`src/rtl/totp_pkg.sv`:
```
// Shared types and helpers for the TOTP truncation stage: state encoding,
// per-DIGITS modulo/BCD sizing, and digest byte addressing.
package totp_pkg;

  typedef enum logic [1:0] {
    IDLE  = 2'd0,
    TRUNC = 2'd1,
    MOD   = 2'd2,
    BCD   = 2'd3
  } state_t;

  function automatic int mod_value(input int digits);
    int v;
    v = 1;
    for (int i = 0; i < digits; i++) v = v * 10;
    return v;
  endfunction

  // Restoring steps so that M << (steps-1) still covers any 31-bit value.
  function automatic int mod_steps(input int digits);
    case (digits)
      7:       return 8;
      8:       return 5;
      default: return 12;
    endcase
  endfunction

  function automatic int bin_bits(input int digits);
    case (digits)
      7:       return 24;
      8:       return 27;
      default: return 20;
    endcase
  endfunction

  // Byte 0 is the most significant byte of the digest.
  function automatic logic [7:0] digest_byte(input logic [159:0] d, input logic [4:0] idx);
    return d[159 - 8 * int'(idx) -: 8];
  endfunction

endpackage

```
`src/rtl/totp_bin2bcd.sv`:
```
// Sequential double-dabble: BIN_BITS shift edges after start, result held
// in bcd and announced by a one-cycle done pulse.
module totp_bin2bcd #(
  parameter int BIN_BITS = 20,
  parameter int DIGITS   = 6
) (
  input  logic                  clk,
  input  logic                  rst,
  input  logic                  start,
  input  logic [BIN_BITS-1:0]   bin,
  output logic                  last,
  output logic                  done,
  output logic [4*DIGITS-1:0]   bcd
);

  logic                active;
  logic [BIN_BITS-1:0] bin_q;
  logic [4*DIGITS-1:0] bcd_q;
  logic [4*DIGITS-1:0] adj;
  logic [4*DIGITS-1:0] bcd_shift;
  logic [4:0]          cnt;

  always_comb begin
    adj = bcd_q;
    for (int i = 0; i < DIGITS; i++) begin
      if (bcd_q[4*i +: 4] >= 4'd5) adj[4*i +: 4] = bcd_q[4*i +: 4] + 4'd3;
    end
    bcd_shift = {adj[4*DIGITS-2:0], bin_q[BIN_BITS-1]};
    last      = active && (cnt == 5'(BIN_BITS - 1));
  end

  always_ff @(posedge clk or posedge rst) begin
    if (rst) begin
      active <= 1'b0;
      bin_q  <= '0;
      bcd_q  <= '0;
      cnt    <= '0;
      done   <= 1'b0;
      bcd    <= '0;
    end else begin
      done <= 1'b0;
      if (start) begin
        active <= 1'b1;
        bin_q  <= bin;
        bcd_q  <= '0;
        cnt    <= '0;
      end else if (active) begin
        bcd_q <= bcd_shift;
        bin_q <= bin_q << 1;
        cnt   <= cnt + 5'd1;
        if (last) begin
          active <= 1'b0;
          done   <= 1'b1;
          bcd    <= bcd_shift;
        end
      end
    end
  end

endmodule

```
`src/rtl/totp_truncate.sv`:
```
// RFC 4226 dynamic truncation, restoring mod 10^DIGITS, then BCD conversion.
// Optional sticky overrun flag under `define TOTP_TRUNC_OVERRUN_EN.
module totp_truncate
  import totp_pkg::*;
#(
  parameter int DIGITS = 6
) (
  input  logic                clk,
  input  logic                rst,
  input  logic                sample_init,
  input  logic [159:0]        digest,
  output logic                sample_ready,
  output logic [4*DIGITS-1:0] sample_output,
  output logic                busy,
`ifdef TOTP_TRUNC_OVERRUN_EN
  output logic                overrun,
`endif
  output logic [1:0]          dbg_state
);

  localparam int MSTEPS = mod_steps(DIGITS);
  localparam int BBITS  = bin_bits(DIGITS);
  localparam int PW     = 31 + MSTEPS;
  localparam logic [PW-1:0] MVAL = PW'(mod_value(DIGITS));

  // Handshake: a request is accepted only on an edge where sample_init=1 and
  // state is IDLE; sample_ready pulses once and sample_output holds after it.
  state_t         state, state_nx;
  logic [159:0]   digest_q;
  logic [PW-1:0]  p_q;
  logic [3:0]     k_q;
  logic [PW-1:0]  m_shift;
  logic [PW-1:0]  p_step;
  logic [31:0]    p_trunc;
  logic [7:0]     b0, b1, b2, b3;
  logic [3:0]     off;
  logic           accept;
  logic           b2b_start;
  logic           b2b_last;

  assign accept    = (state == IDLE) && sample_init;
  assign busy      = (state != IDLE);
  assign dbg_state = state;
  assign b2b_start = (state == MOD) && (k_q == 4'd0);

  always_comb begin
    off     = digest_q[3:0];
    b0      = digest_byte(digest_q, {1'b0, off});
    b1      = digest_byte(digest_q, {1'b0, off} + 5'd1);
    b2      = digest_byte(digest_q, {1'b0, off} + 5'd2);
    b3      = digest_byte(digest_q, {1'b0, off} + 5'd3);
    p_trunc = {b0, b1, b2, b3} & 32'h7FFF_FFFF;
    m_shift = MVAL << k_q;
    p_step  = (p_q >= m_shift) ? (p_q - m_shift) : p_q;
  end

  always_comb begin
    state_nx = state;
    case (state)
      IDLE:    if (sample_init) state_nx = TRUNC;
      TRUNC:   state_nx = MOD;
      MOD:     if (k_q == 4'd0) state_nx = BCD;
      BCD:     if (b2b_last) state_nx = IDLE;
      default: state_nx = IDLE;
    endcase
  end

  always_ff @(posedge clk or posedge rst) begin
    if (rst) begin
      state    <= IDLE;
      digest_q <= '0;
      p_q      <= '0;
      k_q      <= '0;
    end else begin
      state <= state_nx;
      if (accept) digest_q <= digest;
      if (state == TRUNC) begin
        p_q <= PW'(p_trunc);
        k_q <= 4'(MSTEPS - 1);
      end else if (state == MOD) begin
        p_q <= p_step;
        if (k_q != 4'd0) k_q <= k_q - 4'd1;
      end
    end
  end

`ifdef TOTP_TRUNC_OVERRUN_EN
  always_ff @(posedge clk or posedge rst) begin
    if (rst)                      overrun <= 1'b0;
    else if (sample_init && busy) overrun <= 1'b1;
    else if (accept)              overrun <= 1'b0;
  end
`endif

  // The converter loads the final remainder on the last MOD edge.
  totp_bin2bcd #(
    .BIN_BITS (BBITS),
    .DIGITS   (DIGITS)
  ) u_bin2bcd (
    .clk   (clk),
    .rst   (rst),
    .start (b2b_start),
    .bin   (p_step[BBITS-1:0]),
    .last  (b2b_last),
    .done  (sample_ready),
    .bcd   (sample_output)
  );

endmodule
```
`config.mk`:
```
export PLATFORM = sky130hd
export DESIGN_NAME = totp_truncate
export DESIGN_NICKNAME = d
export VERILOG_FILES = /design/src/rtl/totp_pkg.sv /design/src/rtl/totp_bin2bcd.sv /design/src/rtl/totp_truncate.sv
export SDC_FILE = /design/constraint.sdc
export NUM_CORES = 1
export LEC_CHECK = 0
export CAP_MARGIN = 20
export CORE_UTILIZATION = 40
export CTS_BUF_LIST = sky130_fd_sc_hd__clkbuf_2 sky130_fd_sc_hd__clkbuf_4 sky130_fd_sc_hd__clkbuf_8
export CTS_CLUSTER_DIAMETER = 40
export DETAILED_ROUTE_END_ITERATION = 6
export DONT_BUFFER_PORTS = 1
export PLACE_DENSITY = 0.55
export SLEW_MARGIN = 30
export SYNTH_ARGS = -nofsm -noshare
export SYNTH_HDL_FRONTEND = slang
export SYNTH_HIERARCHICAL = 1
export SYNTH_SLANG_ARGS = --single-unit
```
`constraint.sdc`:
```
create_clock -name clk -period 10.3 [get_ports clk]
set_clock_uncertainty 0.15 [all_clocks]
set_input_delay 2.06 -clock clk [delete_from_list [all_inputs] [get_ports clk]]
set_output_delay 2.06 -clock clk [all_outputs]
set_load 0.02 [all_outputs]
```
==> impl_results.md <==
* Worst setup EP type: register
* CTS Buf Count at 57
* Synth top area share at 37.0%
* Cts hold-fix bufs at 0
* Reg2reg start: k_q[2]
* Routability cong. at 0.916
* Hold Vio Cnt, Final at 0
* Root Driver: clkbuf_8
* First-pass GRT wire length at 87.9 mm
* Initial DRT Pass Iterations at 5
* Via Count at 14410
* Initial antenna violation count at 0
* Slew headroom at 38.0%
* Setup Buffers After CTS at 0
* Row Count at 79
* Post-synthesis cell area at 0.0192 mm2
* Clock transition at path regs at 60 ps
* Sw frac at 22.0%
* Area Overhead vs Synth at 9.39%
* Status: finished clean
* Slew Viols, Final at 0
* Initial core utilization at 40.9%
* Worst-Skew Late Latency at 640 ps
* Mapped Nets at 1971
* P_sw at 0.000547 W
* Vias in the first global route at 14415
* Slew @ Worst Pin at 930 ps
* Critical Path Fanout Max at 40
* DIE AREA at 0.0488 mm2
* Total GRT Usage at 23.3%
* Drt first-iter violations at 907
* Crit path to: p_q[16]
* Sequential share of power at 45.0%
* Worst R2R End: p_q[16]
* Static leakage power at 8.93 nW
* Final worst-path cycle share at 47.5%
* Final Setup Violations at 0
* Largest net degree at the start of global routing at 86
* Port-buffer cells at 0
* ANT nets after route at 0
* Warnings, synthesis at 6
* Setup TNS at 0 ps
* Setup CP Type: register to register
* Cell count of the worst reg-to-reg path at 12
* CTS tree: yes
* Hpwl dp at 41.9 mm
* Max Freq at 0.204 GHz
* Routed vias/inst at 6.13
* Clock Power Share at 54.1%
* Placed cell count at 2249
* H-tree levels at 2
* Synth area leader: dfrtp_1
* RSZ-0062 raised after global routing: false
* Hold Path Class: register to register
* Number of distinct library cells after synthesis at 86
* Die height at 221 um
* Top FF cell, synth: dfrtp_1
* Async SR Flop Fraction at 100%
* Post-Synthesis Cells at 1744
* Internal at 0.00194 W
* Core area at 0.0470 mm2
* Flop-to-flop setup slack at 5410 ps
* VDD IR-drop max at 116 uV
* Post-synth EDFFs at 0
* Seq/Total Area, Yosys at 37.0%
* Grt ovf at 0
* Setup crit start: k_q[2]
* IO Count at 191
* Cts repair resizes at 0
* Nets at 1929
* Period minus WS final at 4890 ps
* Combinational fraction of design power at 1.0%
* Total Wirelength at 56.8 mm
* Die width at 221 um
* Syn_area_per_cell at 11.0 um2
* PD cells at 118 mW/mm2
* Drt wl/cell at 24.1 um
* Ranking of synthesized cells by area: dfrtp_1 (37%), mux4_2 (11%), mux2_2 (11%)
* Crit path arrival time at 5270 ps
* WP data required at 10670 ps
* Synth Register Bits at 284
* Clock Path Buffers at 3
* Max-Cap Viols at 0
* Clock Sinks at 284
* Drc violations at 0
* Layout cells sized above 1 at 26.7%
* Layout Cells excl Fill at 2352
* Worst Setup Start Kind: register
[placed cells by master (no fill, tap or decap), drive strengths merged, types with 25 or more instances in the layout]
master    n
clkbuf   80
mux2i   128
a31oi    25
o21ai    96
a21oi    58
mux4     96
nand2   153
inv      66
ha       64
nor3     26
nand3    34
dfrtp   284
nor2     51
mux2    201
[sequential cells by signal (all words and copies together) (netlist names)]
name / flops
u_bin2bcd/cnt: 5
u_bin2bcd/done: 1
dbg_state: 2
u_bin2bcd/bcd_q: 24
digest_q: 160
k_q: 4
u_bin2bcd/bcd: 24
u_bin2bcd/bin_q: 20
p_q: 43
u_bin2bcd/active: 1
[Yosys cell counts (15+ instances only)]
cell	count
nor2b_1	19
mux4_2	96
nand2_1	152
nor3_1	25
buf_2	26
nand3_1	34
ha_1	64
clkbuf_1	69
a31oi_1	25
o22ai_1	24
mux2_4	15
a21oi_1	57
inv_1	64
nand2b_1	18
nor2_1	50
a21o_1	15
buf_1	20
xnor2_1	24
mux2i_1	128
o21ai_0	93
o211ai_1	16
dfrtp_1	284
o221ai_1	20
mux2_2	185
[worst max-delay path: stages, from the launching register on]
cell and delay, ps:
dfrtp_1 940, nand2b_1 270, o211ai_1 200, o21a_1 220, ha_1 320, and4_1 220
and3_1 190, a31oi_1 550, o211a_1 310, a21boi_4 310, buf_4 430, mux2_2 390
a221o_1 260
[per-stage QoR]
stage	setup slack, ps	total power, W	hold WS (ps)	util (%)	instance area, um2
after global routing	5180	0.00257	374	44.7	21000
after global placement	5550	0.00116	341	41.7	19600
after floorplan	2380	0.00115	317	-	19200
after CTS	5510	0.00252	353	44.6	20900
after detailed placement	5490	0.00116	342	41.7	19600
final	5410	0.00248	356	44.7	21000
[layout make-up]
class	instances	area (um2)
clock inverter	21	314
tap	607	759
fill	4383	26000
clock buffer	80	1020
inverter	67	259
multi-input combinational	1270	11300
sequential	284	7110
timing repair buffer	22	196
antenna	1	2.50
[power by group through the flow]
stage	logic [W]	clock network, W	registers [W]
2_1_floorplan	0.0000168	0	0.00114
3_3_place_gp	0.0000252	0	0.00114
3_5_place_dp	0.0000255	0	0.00114
4_1_cts	0.0000255	0.00138	0.00112
5_1_grt	0.0000289	0.00143	0.00112
6_report	0.0000241	0.00134	0.00112
[kinds of logic after synthesis]
group / count (synthesis) / share of synthesized area [%]
flops: 284 / 37.0
compound gates: 375 / 13.4
xor+xnor: 38 / 1.77
fa+ha+maj: 64 / 4.17
simple gates: 368 / 9.28
buf+inv: 190 / 4.26
mux: 425 / 30.0
[worst min-delay path by stage]
stage                        from  endpoint  slack [ps]  cells after the start
after floorplan           p_q[40]   p_q[40]         320                      1
after global placement    p_q[34]   p_q[34]         340                      1
after detailed placement  p_q[34]   p_q[34]         340                      1
after CTS                 p_q[34]   p_q[34]         350                      1
after global routing      p_q[34]   p_q[34]         370                      1
final                     p_q[34]   p_q[34]         360                      1
[per-layer routing]
metal,global-route usage (%),vias up,part of all wire [%]
met5,0,-,0
met4,11.2,0,4.6
met3,4.32,121,5.7
met2,38.1,461,48
met1,29.8,7314,42
li1,-,6514,-
No activity file was read; power rests on OpenSTA's default activity.
